==> config.mk <==
export PLATFORM = sky130hd
export DESIGN_NAME = eem16_proj2
export DESIGN_NICKNAME = d
export VERILOG_FILES = /design/src/rtl/eem16_proj2_pkg.sv /design/src/rtl/eem16_proj2_seg7_rom.sv /design/src/rtl/eem16_proj2.sv
export SDC_FILE = /design/constraint.sdc
export NUM_CORES = 1
export LEC_CHECK = 0
export CORE_AREA = 10 10 47 49
export DETAILED_ROUTE_END_ITERATION = 7
export DIE_AREA = 0 0 57 59
export SLEW_MARGIN = 0
export SYNTH_ARGS = -nofsm -noshare
export SYNTH_HDL_FRONTEND = slang
export SYNTH_SLANG_ARGS = --single-unit
==> constraint.sdc <==
create_clock -name clk -period 0.8 [get_ports clk]
set_input_delay 0.08 -clock clk [delete_from_list [all_inputs] [get_ports clk]]
set_output_delay 0.08 -clock clk [all_outputs]
set_load 0.005 [all_outputs]
==> src/rtl/eem16_proj2_pkg.sv <==
// eem16_proj2_pkg
// Shared definitions for the registered BCD-to-seven-segment decoder.
// - seg_t: 7-bit abcdefg segment vector, bit 6 = a ... bit 0 = g, 1 = lit.
// - SEG_0..SEG_9: decimal glyphs.
// - SEG_A..SEG_F: hex glyphs, only used when EEM16_PROJ2_HEX_EN is defined.
// - SEG_BLANK: all segments off.
package eem16_proj2_pkg;

    typedef logic [6:0] seg_t;

    localparam seg_t SEG_0     = 7'b1111110;
    localparam seg_t SEG_1     = 7'b0110000;
    localparam seg_t SEG_2     = 7'b1101101;
    localparam seg_t SEG_3     = 7'b1111001;
    localparam seg_t SEG_4     = 7'b0110011;
    localparam seg_t SEG_5     = 7'b1011011;
    localparam seg_t SEG_6     = 7'b1011111;  // six drawn with top tail
    localparam seg_t SEG_7     = 7'b1110000;
    localparam seg_t SEG_8     = 7'b1111111;
    localparam seg_t SEG_9     = 7'b1111011;  // nine drawn with bottom tail
    localparam seg_t SEG_A     = 7'b1110111;
    localparam seg_t SEG_B     = 7'b0011111;  // lower-case b
    localparam seg_t SEG_C     = 7'b1001110;
    localparam seg_t SEG_D     = 7'b0111101;  // lower-case d
    localparam seg_t SEG_E     = 7'b1001111;
    localparam seg_t SEG_F     = 7'b1000111;
    localparam seg_t SEG_BLANK = 7'b0000000;

endpackage

==> src/rtl/eem16_proj2_seg7_rom.sv <==
// seg7_rom
// Combinational 4-bit code to abcdefg pattern lookup.
// Ports:
//   code    in  4  digit code 0..15
//   pattern out 7  abcdefg pattern (bit 6 = a)
// Configuration macro: EEM16_PROJ2_HEX_EN
//   defined   -> codes 10..15 show hex glyphs A b C d E F
//   undefined -> codes 10..15 are blanked
module seg7_rom
    import eem16_proj2_pkg::*;
(
    input  logic [3:0] code,
    output seg_t       pattern
);

    always_comb begin
        pattern = SEG_BLANK;
        case (code)
            4'd0:    pattern = SEG_0;
            4'd1:    pattern = SEG_1;
            4'd2:    pattern = SEG_2;
            4'd3:    pattern = SEG_3;
            4'd4:    pattern = SEG_4;
            4'd5:    pattern = SEG_5;
            4'd6:    pattern = SEG_6;
            4'd7:    pattern = SEG_7;
            4'd8:    pattern = SEG_8;
            4'd9:    pattern = SEG_9;
`ifdef EEM16_PROJ2_HEX_EN
            4'd10:   pattern = SEG_A;
            4'd11:   pattern = SEG_B;
            4'd12:   pattern = SEG_C;
            4'd13:   pattern = SEG_D;
            4'd14:   pattern = SEG_E;
            4'd15:   pattern = SEG_F;
`endif
            default: pattern = SEG_BLANK;
        endcase
    end

endmodule

==> src/rtl/eem16_proj2.sv <==
// eem16_proj2
// Registered BCD-to-seven-segment decoder for one display digit. The digit
// {x3,x2,x1,x0} is sampled every rising edge and its pattern appears on a..g
// right after that edge (1-cycle latency). All outputs come straight from
// flip-flops so input glitches between edges never reach the pins.
// Ports:
//   clk      in  1  rising-edge clock
//   rst_n    in  1  asynchronous active-low reset, blanks a..g at once
//   x3..x0   in  1  BCD digit, x3 = MSB
//   a..g     out 1  active-high segment drives (a top ... g middle)
// Configuration macro: EEM16_PROJ2_HEX_EN (hex glyphs for codes 10..15,
// handled inside seg7_rom; default build blanks them).
module eem16_proj2
    import eem16_proj2_pkg::*;
(
    input  logic clk,
    input  logic rst_n,
    input  logic x3,
    input  logic x2,
    input  logic x1,
    input  logic x0,
    output logic a,
    output logic b,
    output logic c,
    output logic d,
    output logic e,
    output logic f,
    output logic g
);

    seg_t seg_next;
    seg_t seg_reg;

    seg7_rom u_rom (
        .code    ({x3, x2, x1, x0}),
        .pattern (seg_next)
    );

    always_ff @(posedge clk or negedge rst_n) begin
        if (!rst_n) begin
            seg_reg <= SEG_BLANK;
        end else begin
            seg_reg <= seg_next;
        end
    end

    assign {a, b, c, d, e, f, g} = seg_reg;

endmodule

==> results.json <==
{
  "dp_hpwl_um": 607,
  "crit_slowest_cell": "dfrtp_1",
  "hold_path_class": "primary input to async pin",
  "ant_nets": 0,
  "arrival_ns": 0.72,
  "drt-initial-drc-count": 3,
  "layout_commonest_cell": "buf_2",
  "grt_max_degree": 10,
  "area_growth_pct": 42.2,
  "rows": 14,
  "crit_required_ns": 0.72,
  "netlist.area_leader.share": 0.431,
  "p_per_area_mw_per_mm2": 1540,
  "yosysUniqueCellTypes": 13,
  "fin_crit_sh": 0.998,
  "wl_per_cell_um": 11.3,
  "core-area_mm2": 0.00140,
  "drtPass1Iterations": 4,
  "avgSynthCellArea_um2": 11.6,
  "outcome": "finished clean",
  "htreeDepth": 1,
  "dieArea_mm2": 0.00336,
  "via_count": 312,
  "placed_area_um2": 569,
  "setup_violations": 0,
  "startpoint_type": "register",
  "design_area_um2": 578,
  "vias_per_cell": 4.33,
  "grtUsageTotal": 0.0550,
  "first_global_vias": 336,
  "ios": 13,
  "chipWidth_um": 57,
  "fmax_mhz": 1250,
  "p_leak_nw": 0.294,
  "nNetsFinal": 69,
  "crit_chain": "buf_2",
  "slew_headroom": 0.771,
  "cts-root-buf": "clkbuf_4",
  "die_y_um": 59,
  "worst_pin_slew_ns": 0.343,
  "cp_max_fo": 1,
  "clock-sinks": 7,
  "ys_seq_elements": 7,
  "syn-instance-count": 35,
  "globalplace.congestion": 0.724,
  "cts_inserted_buffers": 3,
  "ctsHoldBuffers": 0,
  "cts_tree": "done",
  "grt_pass1_wl_um": 1430,
  "fillers": 152,
  "largest_register_ffs": 7,
  "min_period_ns": 0.798,
  "drv_slew": 0,
  "synth_area_leaders": "dfrtp_1, ha_1, o22ai_1, buf_6, inv_1",
  "netlist_area_um2": 407,
  "clkSlewWorstSetupHoldPaths_ns": 0.05,
  "cts_buffer_depth": 2,
  "drive_above_1_share": 0.446,
  "cp_slowest_stage_delay_ns": 0.36,
  "maxCapViolations": 0,
  "antenna_found_initial": 0,
  "rsz0062_at_grt": "yes",
  "ir_drop_v": 0.000493,
  "antenna_cells": 0,
  "final_cell_mix": "buf_2, dfrtp_1, o22ai_1, ha_1",
  "worst-path-buf-inv": 1,
  "path_class": "register to output port",
  "tns_ns": 0,
  "yosysSeqAreaShare": 0.431,
  "syn_nets": 47,
  "drc": 0,
  "grt_remaining_overflow": 0,
  "yosysTopAreaCell": "dfrtp_1",
  "synth_warnings": 0,
  "floorplan.initialDensity": 0.290,
  "io_buffers": 12,
  "cp-end-kind": "output port",
  "routed_wl_um": 811,
  "hold_violations": 0,
  "cp_top_family": "flip-flops"
}
-- repair_timing --
item,in CTS,in global routing
setup endpoints to repair,14,12
pin swaps,0,0
gates cloned,1,0
buffers inserted,0,0
resized for setup,38,4
-- through the flow --
step | util | hold slack (ns) | cells | power, mW | setup slack (ns)
2_1_floorplan | - | -0.216 | 35 | 0.495 | 0.0618
5_1_grt | 0.413 | 0.112 | 72 | 0.946 | -0.0352
4_1_cts | 0.407 | 0.0872 | 72 | 0.908 | -0.0147
3_5_place_dp | 0.406 | 0.351 | 67 | 0.620 | -0.481
6_report | 0.413 | 0.0848 | 72 | 0.890 | 0.00180
3_3_place_gp | 0.406 | 0.347 | 67 | 0.618 | -0.447
-- power by group --
part	total (mW)	leakage [nW]	internal (mW)	switching (mW)
clock network	0.302	0.0150	0.189	0.113
logic	0.197	0.194	0.102	0.0945
registers	0.391	0.0848	0.385	0.00566
total	0.890	0.294	0.677	0.213
-- cell families (layout without fill, tap and decap cells) --
logic type                 after synthesis  count (layout)  synth area share
buffers and inverters                    8              29             0.111
DFF                                      7               7             0.431
AOI/OAI and AO/OA                       10              10             0.166
adders and majority gates                6               6             0.185
xor gates and xnor gates                 1               1            0.0215
muxes                                    1               1            0.0246
and+or+nand+nor                          2               2            0.0615
-- worst max path at each step --
stage	from	depth (start not counted)	end
after floorplan	x1	5	seg_reg[3]$_DFF_PN0_
after global placement	x1	6	seg_reg[6]$_DFF_PN0_
after detailed placement	x0	5	seg_reg[1]$_DFF_PN0_
after CTS	seg_reg[4]$_DFF_PN0_	1	c
after global routing	seg_reg[0]$_DFF_PN0_	1	g
final	seg_reg[4]$_DFF_PN0_	1	c
-- cell type report --
cell class | instances | area [um2] | share of cell area
Timing Repair Buffer | 19 | 135 | 0.234
Tap cell | 16 | 20.0 | 0.0346
Multi-Input combinational cell | 20 | 199 | 0.344
Sequential cell | 7 | 175 | 0.303
Inverter | 6 | 22.5 | 0.0390
Clock buffer | 4 | 26.3 | 0.0455
-- metal layers --
metal	vias to the layer above	wire [um]	track usage
met4	0	0	0.0705
li1	161	-	-
met2	11	397	0.0760
met5	-	0	0
met3	0	57	0.0215
met1	140	355	0.0562
-- cell usage after synthesis --
library cell	instances
o21ai_0	2
o31a_1	1
mux2i_1	1
nand2b_4	1
nor2_4	1
a21oi_2	1
ha_1	6
inv_1	6
a21o_2	1
dfrtp_1	7
buf_6	2
o22ai_1	5
xnor2_1	1
Note: power is estimated with default switching activity, not from simulation.
